==> src/rtl/cic_dec_sched_if.sv <==
// Handshake bundle between the CIC decimator and its scheduler.
// master: sample/config source; slave: cic_dec_sched.
interface cic_dec_sched_if;
    logic       in_valid;
    logic       cfg_wr;
    logic [2:0] cfg_os_sel;
    logic [2:0] os_sel;
    logic       dec_stb;
    logic       out_valid;
    logic       cfg_ack;
    logic       cfg_err;
    logic       busy;

    modport master (
        output in_valid, cfg_wr, cfg_os_sel,
        input  os_sel, dec_stb, out_valid, cfg_ack, cfg_err, busy
    );

    modport slave (
        input  in_valid, cfg_wr, cfg_os_sel,
        output os_sel, dec_stb, out_valid, cfg_ack, cfg_err, busy
    );
endinterface

==> src/rtl/cic_dec_sched.sv <==
// CIC decimation scheduler: counts samples, strobes the comb once per
// period, applies ratio changes on period boundaries and masks outputs
// while the filter history flushes.
// Ports: clk, reset (sync, active high), bus (cic_dec_sched_if.slave),
// drop_cnt (16b, only with CIC_SCHED_DROP_CNT_EN defined).
module cic_dec_sched #(
    parameter int NSTG = 3,
    parameter int CNTW = 8
) (
    input  logic                 clk,
    input  logic                 reset,
    cic_dec_sched_if.slave       bus
`ifdef CIC_SCHED_DROP_CNT_EN
    ,
    output logic [15:0]          drop_cnt
`endif
);

    localparam int SW = (NSTG < 2) ? 1 : $clog2(NSTG + 1);

    typedef enum logic [1:0] {
        IDLE   = 2'd0,
        RUN    = 2'd1,
        DRAIN  = 2'd2,
        SETTLE = 2'd3
    } state_e;

    state_e          state_q, state_d;
    logic [CNTW-1:0] cnt_q, cnt_d;
    logic [CNTW-1:0] lim;
    logic [2:0]      os_sel_q, os_sel_d;
    logic [2:0]      pend_q, pend_d;
    logic [SW-1:0]   settle_q, settle_d;
    logic            stb_q, stb_d;
    logic            ok_q, ok_d;
    logic            ov_q, ov_d;
    logic            ack_q, ack_d;
    logic            err_q, err_d;
    logic            busy_q, busy_d;

    logic            acc;
    logic            rej;
    logic            term;
    logic [2:0]      eff_pend;

    assign acc  = bus.cfg_wr && (bus.cfg_os_sel != 3'd7);
    assign rej  = bus.cfg_wr && (bus.cfg_os_sel == 3'd7);
    assign term = (state_q != IDLE) && bus.in_valid && (cnt_q == lim);
    // A request landing on the boundary cycle is the latest one.
    assign eff_pend = acc ? bus.cfg_os_sel : pend_q;

    // Last count of a period, R-1 with R = 2^(code+2).
    always_comb begin
        lim = '0;
        unique case (os_sel_q)
            3'd1:    lim = CNTW'(7);
            3'd2:    lim = CNTW'(15);
            3'd3:    lim = CNTW'(31);
            3'd4:    lim = CNTW'(63);
            3'd5:    lim = CNTW'(127);
            3'd6:    lim = CNTW'(255);
            default: lim = '0;
        endcase
    end

    // State register.
    always_ff @(posedge clk) begin
        if (reset) state_q <= IDLE;
        else       state_q <= state_d;
    end

    // Next-state logic.
    always_comb begin
        state_d = state_q;
        unique case (state_q)
            IDLE: begin
                if (acc && bus.cfg_os_sel != 3'd0) state_d = SETTLE;
            end
            RUN: begin
                if (acc) state_d = DRAIN;
            end
            DRAIN: begin
                if (term) state_d = (eff_pend != 3'd0) ? SETTLE : IDLE;
            end
            SETTLE: begin
                if (acc)
                    state_d = DRAIN;
                else if (term && settle_q == SW'(1))
                    state_d = RUN;
            end
            default: state_d = IDLE;
        endcase
    end

    // Output / datapath next-state logic.
    always_comb begin
        cnt_d    = cnt_q;
        os_sel_d = os_sel_q;
        pend_d   = pend_q;
        settle_d = settle_q;
        stb_d    = term;
        ok_d     = term && (state_q == RUN || state_q == DRAIN);
        ov_d     = stb_q && ok_q;
        ack_d    = acc;
        err_d    = rej;
        busy_d   = (state_d == DRAIN) || (state_d == SETTLE);

        if (state_q == IDLE)
            cnt_d = '0;
        else if (bus.in_valid)
            cnt_d = term ? '0 : cnt_q + 1'b1;

        if (state_q == IDLE && acc && bus.cfg_os_sel != 3'd0)
            os_sel_d = bus.cfg_os_sel;
        else if (state_q == DRAIN && term)
            os_sel_d = eff_pend;

        if (acc && state_q != IDLE)
            pend_d = bus.cfg_os_sel;

        if (state_d == SETTLE && state_q != SETTLE)
            settle_d = SW'(NSTG);
        else if (state_q == SETTLE && term)
            settle_d = settle_q - 1'b1;
    end

    always_ff @(posedge clk) begin
        if (reset) begin
            cnt_q    <= '0;
            os_sel_q <= '0;
            pend_q   <= '0;
            settle_q <= '0;
            stb_q    <= 1'b0;
            ok_q     <= 1'b0;
            ov_q     <= 1'b0;
            ack_q    <= 1'b0;
            err_q    <= 1'b0;
            busy_q   <= 1'b0;
        end else begin
            cnt_q    <= cnt_d;
            os_sel_q <= os_sel_d;
            pend_q   <= pend_d;
            settle_q <= settle_d;
            stb_q    <= stb_d;
            ok_q     <= ok_d;
            ov_q     <= ov_d;
            ack_q    <= ack_d;
            err_q    <= err_d;
            busy_q   <= busy_d;
        end
    end

`ifdef CIC_SCHED_DROP_CNT_EN
    logic [15:0] drop_q, drop_d;

    // Masked strobes, saturating.
    always_comb begin
        drop_d = drop_q;
        if (term && state_q == SETTLE && drop_q != 16'hFFFF)
            drop_d = drop_q + 16'd1;
    end

    always_ff @(posedge clk) begin
        if (reset) drop_q <= '0;
        else       drop_q <= drop_d;
    end

    assign drop_cnt = drop_q;
`endif

    assign bus.os_sel    = os_sel_q;
    assign bus.dec_stb   = stb_q;
    assign bus.out_valid = ov_q;
    assign bus.cfg_ack   = ack_q;
    assign bus.cfg_err   = err_q;
    assign bus.busy      = busy_q;

endmodule

==> src/flat_wrapper.sv <==
// flat-port wrapper written by rule: the top's interface ports become plain ports
module cic_dec_sched_flat 
#(
    parameter int NSTG = 3,
    parameter int CNTW = 8
)
  (clk, reset, bus_in_valid, bus_cfg_wr, bus_cfg_os_sel, bus_os_sel, bus_dec_stb, bus_out_valid, bus_cfg_ack, bus_cfg_err, bus_busy);
  cic_dec_sched_if bus_i ();
  input  logic clk;
  input  logic reset;
  input wire logic [$bits(bus_i.in_valid)-1:0] bus_in_valid;
  input wire logic [$bits(bus_i.cfg_wr)-1:0] bus_cfg_wr;
  input wire logic [$bits(bus_i.cfg_os_sel)-1:0] bus_cfg_os_sel;
  output wire logic [$bits(bus_i.os_sel)-1:0] bus_os_sel;
  output wire logic [$bits(bus_i.dec_stb)-1:0] bus_dec_stb;
  output wire logic [$bits(bus_i.out_valid)-1:0] bus_out_valid;
  output wire logic [$bits(bus_i.cfg_ack)-1:0] bus_cfg_ack;
  output wire logic [$bits(bus_i.cfg_err)-1:0] bus_cfg_err;
  output wire logic [$bits(bus_i.busy)-1:0] bus_busy;
  assign bus_i.in_valid = bus_in_valid;
  assign bus_i.cfg_wr = bus_cfg_wr;
  assign bus_i.cfg_os_sel = bus_cfg_os_sel;
  assign bus_os_sel = bus_i.os_sel;
  assign bus_dec_stb = bus_i.dec_stb;
  assign bus_out_valid = bus_i.out_valid;
  assign bus_cfg_ack = bus_i.cfg_ack;
  assign bus_cfg_err = bus_i.cfg_err;
  assign bus_busy = bus_i.busy;
  cic_dec_sched #(.NSTG(NSTG), .CNTW(CNTW)) u_core (.clk(clk), .reset(reset), .bus(bus_i));
endmodule
==> config.mk <==
export PLATFORM = sky130hd
export DESIGN_NAME = cic_dec_sched_flat
export DESIGN_NICKNAME = d
export VERILOG_FILES = /design/src/rtl/cic_dec_sched_if.sv /design/src/rtl/cic_dec_sched.sv /design/src/flat_wrapper.sv
export SDC_FILE = /design/constraint.sdc
export NUM_CORES = 1
export LEC_CHECK = 0
export ABC_CLOCK_PERIOD_IN_PS = 3700
export BUFFER_PORTS_ARGS = -buffer_cell sky130_fd_sc_hd__buf_4
export CAP_MARGIN = 20
export CORE_AREA = 4 4 79 44
export CTS_CLUSTER_DIAMETER = 120
export DETAILED_ROUTE_END_ITERATION = 16
export DIE_AREA = 0 0 83 48
export PLACE_DENSITY = 0.76
export SYNTH_ARGS = -nofsm -noshare
export SYNTH_HDL_FRONTEND = slang
export SYNTH_SLANG_ARGS = --single-unit
export TNS_END_PERCENT = 30
==> constraint.sdc <==
create_clock -name clk -period 3.7 [get_ports clk]
set_input_delay 0.185 -clock clk [delete_from_list [all_inputs] [get_ports clk]]
set_output_delay 0.185 -clock clk [all_outputs]
set_load 0.02 [all_outputs]
==> flow_summary.yaml <==
floorplan:
  core_area_mm2: 0.00284
  dieArea_mm2: 0.00398
  start_util_pct: 47.2
  fp.dieH_um: 48
  rows: 14
  ios: 15
  die_x_um: 83
cells_and_area:
  num-fill-cells: 271
  seq_area_um2: 480
  final_common_cell: "nor2_1"
  drive_gt1_share_pct: 15.0
  area_growth_pct: 13.8
  fin_nets: 181
  n_antenna_cell: 0
  final_cell_mix: "nor2_1 (31), dfxtp_1 (24), nand2_1 (14), buf_4 (14)"
  multiInputGateArea_um2: 798
worst_setup_path:
  reg2regPathDepth: 7
  crit_buf_inv: 0
  required_ps: 3870
  cp.arrival_ps: 2550
  rrSetupSlack_ps: 1320
  crit_start: "u_core.bus.os_sel[0]$_SDFFE_PP0P_"
  cpPeakStageDelay_ps: 550
  startpoint_type: "flop"
  cp_cell_sequence: "xor2_1, nand2_1, xnor2_1, a2111oi_4, nand3_1, a221o_1, a221oi_1"
  end_kind: "flop"
  crit_end: "u_core.state_q[0]$_SDFF_PP0_"
  cp_max_fo: 9
  r2r_start: "u_core.bus.os_sel[0]$_SDFFE_PP0P_"
  crit_cells: 7
  cpLargestDelayFamily: "compound AO/OA/AOI/OAI gates"
  cpMaxStageDelayCell: "dfxtp_1"
  worstReg2RegEnd: "u_core.state_q[0]$_SDFF_PP0_"
  path_class: "flop to flop"
synth:
  syn_inst: 156
  synthFlopType: "dfxtp_1"
  syn_nets: 169
  avgSynthCellArea_um2: 8.58
  async_flop_share_pct: 0
  ys_seq_area_share_pct: 35.9
  netlist_area_mm2: 0.00134
  synth_cell_types: 42
  synth_edf_count: 0
  synth-warning-count: 0
  ys_ff_latch: 24
routing:
  num_vias: 1159
  drc: 0
  antenna_left: 0
  wl_um: 3060
  viasPerCell: 5.60
  firstDrtPassIters: 4
  drt_iter0_drc: 101
  avgRoutedWirePerCell_um: 14.8
grt:
  grt_start_max_net_pins: 19
  overflow: 0
  groute.usage.overall_pct: 16.6
  antenna_found_initial: 0
  grt_pass1_wl_um: 5130
  grt_pass1_vias: 1071
clock_tree:
  numClockSinks: 24
  clock_tree.buffer_depth: 2
  cts_root_buf: "clkbuf_8"
  htree_levels: 1
  cts_tree: "yes"
  ctsResizeCount: 0
  cts_made_buffers: 3
  post_cts_buffers: 0
  clk_pin_slew_ps: 90
  ctsHoldBuffers: 0
  clk_latency_ps: 270
min_path:
  hold_class: "input pin to flop"
timing:
  min_period_over_period_pct: 64.3
  drv_slew: 0
  max_freq_mhz: 420
  finalClockSkew_ps: 2.08
  slew_headroom_pct: 70.0
  setup_viol_count_final: 0
  timing.final.crit_period_ps: 2380
  hold_viol: 0
  fin_tns_setup_ps: 0
  worst_pin_slew_ps: 450
  rsz0062_at_grt: "false"
power_and_ir_drop:
  intPower_uw: 614
  combPwrFrac_pct: 41.5
  switching_share_pct: 38.9
  seqPwrFrac_pct: 35.0
  switchingPower_uw: 392
  p_leak_nw: 0.578
  peakVddDrop_mv: 0.285
  total_power_mw: 1.01
  power_density_mw_per_mm2: 660
  clkPwrFrac_pct: 23.5
placement:
  routabilityCongestion: 0.963
  hpwl_um: 2240
  port_buffers: 14
job:
  drv_cap: 0
status:
  status: "completed"
-- worst register-to-register path, delay by kind of cell, from the launching register on --
kind / cells / cell delay [ps]
compound gates: 3 / 1080
flops: 1 / 550
simple gates: 2 / 270
xor+xnor: 2 / 380
-- area by class of cell --
| class | instances | area share [%] |
|---|---|---|
| multi-input combinational | 120 | 52.4 |
| sequential | 24 | 31.5 |
| timing repair buffer | 14 | 6.90 |
| tap | 40 | 3.28 |
| clock buffer | 3 | 2.71 |
| clock inverter | 1 | 1.97 |
| inverter | 5 | 1.23 |
-- layer usage --
| metal | global-route usage, % | vias to the layer above | wire length (µm) |
|---|---|---|---|
| met3 | 3.95 | 5 | 252 |
| met4 | 6.19 | 0 | 31 |
| met2 | 24.5 | 50 | 1220 |
| met1 | 23.6 | 536 | 1550 |
| met5 | 0 | - | 0 |
| li1 | - | 568 | - |
-- power by group through the flow --
stage | Clock [mW] | Combinational [mW] | Sequential (mW)
2_1_floorplan | 0 | 0.322 | 0.351
3_3_place_gp | 0 | 0.409 | 0.351
3_5_place_dp | 0 | 0.408 | 0.355
4_1_cts | 0.240 | 0.413 | 0.350
5_1_grt | 0.248 | 0.464 | 0.357
6_report | 0.236 | 0.417 | 0.352
-- cell usage after synthesis, drive strengths merged, types with 2 or more instances --
library cell  count  area, µm²
nand3             6       30.0
nand2b            2       12.5
xnor2             6       52.6
o32ai             2       17.5
dfxtp            24        480
nor2             31        116
ha                6       75.1
buf               4       30.0
mux2i             6       60.1
clkbuf            3       11.3
a311oi            2       17.5
a21oi             6       30.0
o21ai             2       10.0
inv               5       18.8
xor2              5       43.8
nand3b            2       15.0
nand2            15       63.8
nand4             3       18.8
nor3b             2       20.0
a31oi             3       33.8
and3              2       12.5
nor3              4       20.0
a2111oi           2       36.3
-- kinds of logic (layout without fill, tap and decap cells) --
kind of cell	after synthesis	after routing	synth area share (%)
simple gates	71	71	25.5
compound gates	26	26	16.8
flops	24	24	35.9
buf+inv	12	23	4.49
xor+xnor	11	11	7.20
fa+ha+maj	6	6	5.61
mux	6	6	4.49
-- sequential cells by signal, indices dropped and copies added (netlist names) --
register / flops
u_core.bus.out_valid: 1
u_core.pend_q: 3
u_core.bus.cfg_err: 1
u_core.bus.cfg_ack: 1
u_core.settle_q: 2
u_core.bus.os_sel: 3
u_core.bus.dec_stb: 1
u_core.cnt_q: 8
u_core.ok_q: 1
u_core.bus.busy: 1
u_core.state_q: 2
-- metrics by stage --
step	util, %	hold WS, ps	std cells	instance area, µm²	setup slack (ps)
5_1_grt	53.7	223	207	1520	1140
3_5_place_dp	51.2	405	203	1450	1390
3_3_place_gp	51.2	399	203	1450	1480
2_1_floorplan	-	322	156	1340	1580
4_1_cts	53.7	185	207	1520	1330
6_report	53.7	187	207	1520	1320
-- worst min-delay path by stage --
stage / startpoint / to / slack [ps] / depth (start not counted)
6_report: bus_cfg_os_sel[1] / u_core.pend_q[1]$_SDFFE_PP0P_ / 190 / 3
5_1_grt: bus_cfg_os_sel[2] / u_core.pend_q[2]$_SDFFE_PP0P_ / 220 / 3
4_1_cts: bus_cfg_os_sel[1] / u_core.pend_q[1]$_SDFFE_PP0P_ / 190 / 3
3_5_place_dp: u_core.ok_q$_SDFF_PP0_ / u_core.bus.out_valid$_SDFF_PP0_ / 410 / 2
3_3_place_gp: u_core.ok_q$_SDFF_PP0_ / u_core.bus.out_valid$_SDFF_PP0_ / 400 / 2
2_1_floorplan: bus_in_valid / u_core.cnt_q[0]$_SDFFE_PP0P_ / 320 / 2
Power figures use the tool's default switching activity.
